File: src/rtl/rf_pkg.sv
// rtl/rf_pkg.sv - shared register-file widths and write-request type
//
// Purpose: common sizes for the integer register file and the write-port
//          request record shared by the arbiter and its scoreboard.
// Contents: REG_W (data width), REG_N (entry count), REG_AW (address width),
//           wr_req_t {valid, rd, data}.
package rf_pkg;

  localparam int REG_W  = 64;
  localparam int REG_N  = 32;
  localparam int REG_AW = 5;

  typedef struct packed {
    logic              valid;
    logic [REG_AW-1:0] rd;
    logic [REG_W-1:0]  data;
  } wr_req_t;

endpackage

File: src/rtl/rf_scoreboard.sv
// rtl/rf_scoreboard.sv - busy vector, outstanding counter and decode hazard lookup
//
// Purpose: remembers which destination registers still wait for a
//          multi-cycle result and how many multi-cycle ops are in flight.
// Ports:
//   clk, rst_n          clock, synchronous active-low reset
//   setEn, setRd        mark setRd busy (issue accepted)
//   clrEn, clrRd        clear clrRd (result accepted)
//   cntInc, cntDec      outstanding counter up/down
//   rs1, rs2, rd, isMc  decode instruction fields
//   hazard              decode must stall (register busy or unit full)
//   busyCnt             outstanding multi-cycle operations
module rf_scoreboard
  import rf_pkg::*;
#(
  parameter int MAX_OUT = 4
) (
  input  logic              clk,
  input  logic              rst_n,
  input  logic              setEn,
  input  logic [REG_AW-1:0] setRd,
  input  logic              clrEn,
  input  logic [REG_AW-1:0] clrRd,
  input  logic              cntInc,
  input  logic              cntDec,
  input  logic [REG_AW-1:0] rs1,
  input  logic [REG_AW-1:0] rs2,
  input  logic [REG_AW-1:0] rd,
  input  logic              isMc,
  output logic              hazard,
  output logic [3:0]        busyCnt
);

  // Bit 0 is kept at zero so x0 always looks free without special-casing
  // the three lookup ports.
  logic [REG_N-1:0] busyQ;
  logic [REG_N-1:0] busyNext;
  logic [3:0]       cntNext;
  logic             full;

  always_comb begin
    busyNext = busyQ;
    if (clrEn) busyNext[clrRd] = 1'b0;
    // A new issue to the register being retired keeps it busy.
    if (setEn) busyNext[setRd] = 1'b1;
    busyNext[0] = 1'b0;
  end

  always_comb begin
    cntNext = busyCnt;
    if (cntInc && !cntDec) begin
      cntNext = busyCnt + 4'd1;
    end else if (!cntInc && cntDec && busyCnt != 4'd0) begin
      cntNext = busyCnt - 4'd1;
    end
  end

  always_ff @(posedge clk) begin
    if (!rst_n) begin
      busyQ   <= '0;
      busyCnt <= 4'd0;
    end else begin
      busyQ   <= busyNext;
      busyCnt <= cntNext;
    end
  end

  assign full   = (busyCnt == 4'(MAX_OUT));
  assign hazard = busyQ[rs1] | busyQ[rs2] | busyQ[rd] | (isMc & full);

endmodule

File: src/rtl/regfile_wb_arbiter.sv
// rtl/regfile_wb_arbiter.sv - register-file write-port arbiter with multi-cycle scoreboard
//
// Purpose: shares the single register-file write port between pipeline
//          writeback (priority) and an out-of-band multi-cycle unit, holds
//          the pipeline for one cycle when the multi-cycle result starves,
//          and stalls decode on outstanding destination hazards.
// Ports:
//   clk, rst_n                     clock, synchronous active-low reset
//   wb_valid, wb_rd, wb_data       pipeline writeback
//   mc_issue, mc_issue_rd          multi-cycle op leaving issue
//   mc_valid, mc_rd, mc_data       multi-cycle result; mc_ready accepts it
//   id_rs1, id_rs2, id_rd, id_is_mc  decode instruction fields
//   issue_stall                    hold decode (combinational)
//   pipe_hold                      freeze writeback and earlier stages
//   rf_we, rf_waddr, rf_wdata      registered write port
//   busy_cnt                       outstanding multi-cycle operations
module regfile_wb_arbiter
  import rf_pkg::*;
#(
  parameter int MAX_OUT      = 4,
  parameter int STARVE_LIMIT = 8
) (
  input  logic              clk,
  input  logic              rst_n,
  input  logic              wb_valid,
  input  logic [REG_AW-1:0] wb_rd,
  input  logic [REG_W-1:0]  wb_data,
  input  logic              mc_issue,
  input  logic [REG_AW-1:0] mc_issue_rd,
  input  logic              mc_valid,
  input  logic [REG_AW-1:0] mc_rd,
  input  logic [REG_W-1:0]  mc_data,
  output logic              mc_ready,
  input  logic [REG_AW-1:0] id_rs1,
  input  logic [REG_AW-1:0] id_rs2,
  input  logic [REG_AW-1:0] id_rd,
  input  logic              id_is_mc,
  output logic              issue_stall,
  output logic              pipe_hold,
  output logic              rf_we,
  output logic [REG_AW-1:0] rf_waddr,
  output logic [REG_W-1:0]  rf_wdata,
  output logic [3:0]        busy_cnt
);

  localparam int SW = (STARVE_LIMIT < 2) ? 1 : $clog2(STARVE_LIMIT);

  logic          wbEff;
  logic          mcRefused;
  logic          starveHit;
  logic          issueAcc;
  logic          sbHazard;
  logic [SW-1:0] starveCnt;
  wr_req_t       grant;

  // Writes to x0 are not requests at all.
  assign wbEff     = wb_valid && (wb_rd != '0);
  // In a hold cycle the pipeline result is ignored and re-presented later.
  assign mc_ready  = mc_valid && (!wbEff || pipe_hold);
  assign mcRefused = mc_valid && !mc_ready;
  assign starveHit = mcRefused && (starveCnt == SW'(STARVE_LIMIT - 1));

  assign issue_stall = sbHazard | pipe_hold;
  assign issueAcc    = mc_issue && !issue_stall;

  always_comb begin
    grant = '0;
    if (!pipe_hold && wbEff) begin
      grant = '{valid: 1'b1, rd: wb_rd, data: wb_data};
    end else if (mc_ready && mc_rd != '0) begin
      grant = '{valid: 1'b1, rd: mc_rd, data: mc_data};
    end
  end

  always_ff @(posedge clk) begin
    if (!rst_n) begin
      rf_we     <= 1'b0;
      rf_waddr  <= '0;
      rf_wdata  <= '0;
      pipe_hold <= 1'b0;
      starveCnt <= '0;
    end else begin
      rf_we <= grant.valid;
      if (grant.valid) begin
        rf_waddr <= grant.rd;
        rf_wdata <= grant.data;
      end
      // The hold cycle always accepts, so the counter restarts from zero and
      // a second consecutive hold is impossible.
      pipe_hold <= starveHit;
      if (!mcRefused || starveHit) begin
        starveCnt <= '0;
      end else begin
        starveCnt <= starveCnt + SW'(1);
      end
    end
  end

  rf_scoreboard #(
    .MAX_OUT(MAX_OUT)
  ) u_scoreboard (
    .clk    (clk),
    .rst_n  (rst_n),
    .setEn  (issueAcc),
    .setRd  (mc_issue_rd),
    .clrEn  (mc_ready),
    .clrRd  (mc_rd),
    .cntInc (issueAcc),
    .cntDec (mc_ready),
    .rs1    (id_rs1),
    .rs2    (id_rs2),
    .rd     (id_rd),
    .isMc   (id_is_mc),
    .hazard (sbHazard),
    .busyCnt(busy_cnt)
  );

endmodule

File: config.mk
export PLATFORM = sky130hd
export DESIGN_NAME = regfile_wb_arbiter
export DESIGN_NICKNAME = d
export VERILOG_FILES = /design/src/rtl/rf_pkg.sv /design/src/rtl/rf_scoreboard.sv /design/src/rtl/regfile_wb_arbiter.sv
export SDC_FILE = /design/constraint.sdc
export NUM_CORES = 1
export LEC_CHECK = 0
export ABC_AREA = 1
export CAP_MARGIN = 20
export CORE_ASPECT_RATIO = 0.8
export CORE_MARGIN = 1
export CORE_UTILIZATION = 40
export CTS_CLUSTER_SIZE = 12
export DETAILED_ROUTE_END_ITERATION = 6
export HOLD_SLACK_MARGIN = 0.12
export PLACE_DENSITY = 0.79
export SETUP_SLACK_MARGIN = 0.02
export SLEW_MARGIN = 20
export SYNTH_ARGS = -nofsm -noshare
export SYNTH_HDL_FRONTEND = slang
export SYNTH_SLANG_ARGS = --single-unit
File: constraint.sdc
create_clock -name clk -period 2.54 [get_ports clk]
set_input_delay 0.381 -clock clk [delete_from_list [all_inputs] [get_ports clk]]
set_output_delay 0.381 -clock clk [all_outputs]
set_load 0.01 [all_outputs]
# Yosys cells after proc, flatten, opt, wreduce, memory -nomap -nowiden
# Cells that the tools add are included.
word_totals:
  register_bits: 110
  in_bits: 164
  output_inout_bits: 77
classes:
  n_addsub: 3
  order_cmp: 7
  eq_ne: 2
  n_mux: 16
  bitwise_logic: 9
  n_reduce_logical: 25
ops:
  columns: ["operator", "n"]
  rows:
  - ["$mux W70", 2]
  - ["$mux W32", 2]
  - ["$and A32 B32 Y32", 1]
  - ["$not A32 Y32", 1]
  - ["$or A32 B32 Y32", 1]
  - ["$lt A5 B6 Y1 const B", 5]
  - ["$bmux W1 S5", 3]
  - ["$logic_and A1 B1 Y1", 12]
  - ["$demux W1 S5", 2]
  - ["$ge A5 B1 Y1 const B", 2]
  - ["$reduce_bool A5 Y1", 2]
  - ["$mux W4", 2]
  - ["$logic_not A1 Y1", 6]
  - ["$mux W1", 5]
  - ["$add A4 B1 Y4 const B", 1]
  - ["$eq A4 B3 Y1 const B", 1]
  - ["$or A1 B1 Y1", 4]
  - ["$reduce_bool A4 Y1", 1]
  - ["$sub A4 B1 Y4 const B", 1]
  - ["$add A3 B1 Y3 const B", 1]
  - ["$eq A3 B3 Y1 const B", 1]
  - ["$logic_or A1 B1 Y1", 2]
  - ["$reduce_bool A2 Y1", 1]
  - ["$reduce_or A2 Y1", 1]
  - ["other kinds (2)", 2]

# Longest topological paths before layout
logic_depth:
  ltp_word: 13
  mapped_depth: 21

# Cells and area by module
# A second synthesis with hierarchy kept.
unflattened:
  hier_cells: 1082
  hier_area_um2: 6488.7
modules_own_cells:
  columns: ["module", "instances", "cells_each", "area_per_inst_um2", "seq_area_each_um2"]
  rows:
  - ["regfile_wb_arbiter", 1, 632, 3837.4, 1481.4]
  - ["rf_scoreboard", 1, 450, 2651.3, 700.7]

# Least setup slack after synthesis
# Ideal clock, no wire load.
synth_path:
  kind: "input port to flip-flop"
  start: "input port id_rs2[0]"
  end: "register u_scoreboard.busyCnt[3]"
  setup_ns: 0.115
  arrival_time_ns: 2.288
  t_required_ns: 2.425
  slack_ns: 0.137
  cell_stages: 19
  n_path_buf: 2
  path_cell_list: "buf_6 -> inv_6 -> buf_8 -> nand2_1 -> nand3_1 -> nand2_1 -> nand2_1 -> nand3_1 -> nand3_1 -> inv_1 -> nor2_2 -> nand4_2 -> ha_1 -> nand2_1 -> nand2_1 -> a31oi_1 -> nand3_1 -> a21oi_1 -> nor2_1"
synth_via:
  elab_chain_cells: 12
  elab_cells_between_ends: 14
  classes_between: "3 x mux; 4 x bitwise; 7 x reduce/logical"
synth_lines:
  columns: ["element", "line", "rtl"]
  rows:
  - ["start: declaration", "regfile_wb_arbiter.sv:35", "input logic [REG_AW-1:0] id_rs2,"]
  - ["$bmux W1 S5 (*)", "rf_scoreboard.sv:69", "assign hazard = busyQ[rs1] | busyQ[rs2] | busyQ[rd] | (isMc & full);"]
  - ["$mux W1 (implied by the code) (*)", "rf_scoreboard.sv:69", null]
  - ["$or A1 B1 Y1 (*) (3 in a row)", "rf_scoreboard.sv:69", null]
  - ["$or A1 B1 Y1 (*)", "regfile_wb_arbiter.sv:63", "assign issue_stall = sbHazard | pipe_hold;"]
  - ["$logic_not A1 Y1 (*)", "regfile_wb_arbiter.sv:64", "assign issueAcc = mc_issue && !issue_stall;"]
  - ["$logic_and A1 B1 Y1 (*)", "regfile_wb_arbiter.sv:64", null]
  - ["$logic_not A1 Y1", "rf_scoreboard.sv:53", "end else if (!cntInc && cntDec && busyCnt != 4'd0) begin"]
  - ["$logic_and A1 B1 Y1 (2 in a row)", "rf_scoreboard.sv:53", null]
  - ["$reduce_bool A2 Y1 (no line)", null, null]
  - ["end signal: assignment", "rf_scoreboard.sv:64", "busyCnt <= cntNext;"]
  - ["end: declaration", "rf_scoreboard.sv:31", "output logic [3:0] busyCnt"]
# Mark *: on every way between the ends. The rest lies on a longest branch, timed or not. The select of a mux whose other input is x is not followed.
# A chain may end at the register's enable or synchronous reset.

# Worst setup path after layout
layout_path:
  start: "input port id_rs2[1]"
  end: "output port issue_stall"
layout_via:
  elab_chain_cells: 6
layout_lines:
  columns: ["element", "line", "rtl"]
  rows:
  - ["$bmux W1 S5", "rf_scoreboard.sv:69", null]
  - ["$mux W1 (implied by the code)", "rf_scoreboard.sv:69", null]
  - ["$or A1 B1 Y1 (3 in a row)", "rf_scoreboard.sv:69", null]
  - ["$or A1 B1 Y1", "regfile_wb_arbiter.sv:63", null]
  - ["end: declaration", "regfile_wb_arbiter.sv:38", "output logic issue_stall,"]
# Every way passes these cells. The select of a mux whose other input is x is not followed.

==> metrics <==
total power density per cell area 495 nW/µm²; Yosys top cell area share 36.0%; Tmin final about 2.4 ns; CTS Buf Count 9; Diodes inserted 0; DP HPWL approximately 17000 µm; fin. max-slew vios 0; CP max stage delay approximately 0.50 ns; CTS Hold Bufs 0; max cap viols 0; remaining antenna violation count after routing 0; num rows 39; CTS sink count between 100 and 150; die height 112 µm; setup violators final 0; average size of a mapped cell between 6 and 7 µm²; vias per cell 5.18; initial DRC count 720; area leader, netlist dfxtp_1; Reg clk slew, reported paths roughly 0.07 ns; Congestion Overflow GR 0; Sequential Power Share 41.0%; via count 6911; worst hold margin about 0.44 ns; data required time of the worst path between 2 and 2.5 ns; GPL Wtd Cong approximately 0.95; largest net degree at the start of global routing 70; cell mode on critical path nand3_1; Die Area 15600 µm²; Clock power frac 32.3%; sequential element share of the synthesized area a little over a third; EDFF count, synth 0; Total Nets Final 1315; fraction of layout cells with a size suffix above 1 between 10% and 20%; CP Cell Sequence clkdlybuf4s50_1 > buf_4 > nand3_1 > nand3_1 > nand3_1 > nand2_1 > nand2_1 > buf_4 > nand2_2 > nor2_4 > nand2_4 > dlygate4sd2_1; CP startpoint kind primary input; Initial Utilization 41.6%; Least-Margin Pin Slew 0.524 ns; non-filler cells, final 1335; Total Routing Usage GR 27.3%; TritonRoute pass-1 iters 5; switching share of power about 29%; area of the mapped netlist approximately 6100 µm²; Hold WC Path Type reg -> reg; Die Wd 140 µm; P&R area growth vs syn 52.4%; status completed; Syn. warnings 0; vias in the first global route 6386; Fin. Hold Viols 0; slew margin rel. 65.1%; Post-route DRC 0; combinational share of power 26.7%; placed cells 1316; Critical Path Sink Type primary output; Tcrit/Tclk final around 95%; initial antenna violation count 0; PnR Total Power 4570 µW; crit path DAT about 2 ns; Yosys reg bits between 100 and 150; fmax 413 MHz; crit path kind in -> out; worst vdd ir between 0.3 and 0.4 mV; TritonCTS clock tree built; largest cells by area after synthesis dfxtp_1, nand2_1, nand3_1; Synth top cells by count nand2_1, dfxtp_1, nand3_1; leakage power roughly 0.0038 µW; first-pass GRT wire length around 33000 µm; # H-tree levels 3; clk_skew 0.00625 ns; core area 14500 µm²; CP max stage cell clkdlybuf4s50_1; WL final 21900 µm; num ports 241; top_reg_cell synth dfxtp_1; RSZ-0062 raised after global routing false; DR WL/cell 16.4 µm; Crit Path Max Fanout 8; most common cell in the netlist nand2_1; syn_nets about 1100; filler cell count between 1000 and 1500; Async SR Flop Fraction 0%; Clk Latency, worst-skew pair 0.35 ns; count of buffers from port buffering between 200 and 250; CTS Root Cell clkbuf_16; Finished Core Util 63.5%; Psw between 1000 and 1500 µW; Mapped Cells 905; post-synthesis cell type count 33; internal power 3240 µW; Max Root-Sink Buffers 2
[per-layer routing]
metal | global-route usage, % | routed length (µm)
met3 | 6.53 | 1890
met4 | 9.82 | 579
met5 | 0 | 0
met1 | 34.5 | 9160
met2 | 45.4 | 10300
[what timing repair did]
action                                 CTS  global route
gates cloned                             0             2
pin swaps                                0             3
setup endpoints to repair                2             5
resized for setup                        4            16
endpoints found under the hold margin    0             0
buffers inserted                         1             0
[stage by stage]
step           instance area (µm²)  worst slack (ns)  TNS [ns]
2_1_floorplan                 6050             0.137         0
3_3_place_gp                  8770            -0.354     -2.41
3_5_place_dp                  8770            -0.403     -3.87
4_1_cts                       9120            0.0293         0
5_1_grt                       9230            0.0217         0
6_report                      9230             0.118         0
[cells by family (layout without fill, tap and decap cells)]
| group | count (synthesis) | after routing | share of synthesized area, % |
|---|---|---|---|
| AND/OR/NAND/NOR | 534 | 534 | 37.8 |
| flip-flops | 109 | 109 | 36.0 |
| AO/OA/AOI/OAI | 138 | 138 | 15.0 |
| buffers and inverters | 118 | 364 | 9.86 |
| adder cells (fa/ha/maj) | 5 | 5 | 1.16 |
| XOR/XNOR | 1 | 1 | 0.145 |
[worst max-delay path, delay by kind of cell]
kind / cells / cell delay, ns
AND/OR/NAND/NOR: 8 / 0.60
buffers and inverters: 4 / 1.07
[flip-flops by register name, indices dropped and copies added, names as in the netlist]
register / count
u_scoreboard.busyCnt: 4
rf_wdata: 64
pipe_hold: 1
rf_we: 1
u_scoreboard.busyQ: 31
rf_waddr: 5
starveCnt: 3
[cell usage in the layout (no fill, tap or decap), types with 2 or more instances in the layout]
master and instances:
o21ai_0 28, nand3_1 93, buf_4 23, nor2_4 5, nand2_1 340, nand2_2 35
ha_1 3, o31ai_1 4, inv_2 4, inv_1 63, clkbuf_16 11, a21oi_1 4
dfxtp_1 109, dlymetal6s2s_1 4, a21oi_2 31, nor3_1 4, nand3_2 5, nor2_1 47
inv_8 3, a31oi_1 67, clkinv_4 4, clkdlybuf4s50_1 234, a221oi_1 2, dlygate4sd2_1 2
buf_12 11
[power groups by stage]
stage,registers (µW),logic (µW),clock network [µW]
after floorplan,1940,509,0
final,1870,1220,1480
after global placement,1910,1160,0
after CTS,1870,1180,1510
after detailed placement,1910,1170,0
after global routing,1890,1320,1570
[path summary, 6_finish.rpt]
| kind | slack, ns | to | depth (start not counted) | start |
|---|---|---|---|---|
| worst min register to register | 0.44 | starveCnt[0]$_SDFF_PP0_ | 1 | starveCnt[0]$_SDFF_PP0_ |
| worst max-delay path | 0.12 | issue_stall | 12 | id_rs2[1] |
| worst min-delay path | 0.44 | starveCnt[0]$_SDFF_PP0_ | 1 | starveCnt[0]$_SDFF_PP0_ |
| worst max register to register | 0.27 | u_scoreboard.busyCnt[3]$_SDFFE_PN0P_ | 15 | u_scoreboard.busyCnt[0]$_SDFFE_PN0P_ |
[cell type report]
class | count | area [µm²] | share of cell area [%]
inverters | 71 | 288 | 3.12
clock buffers | 9 | 225 | 2.44
flip-flops and latches | 109 | 2180 | 23.6
clock inverters | 7 | 92.6 | 1.00
multi-input cells | 678 | 3350 | 36.3
repair buffers | 277 | 2860 | 31.0
well taps | 184 | 230 | 2.49
Note: power is estimated with default switching activity, not from simulation.
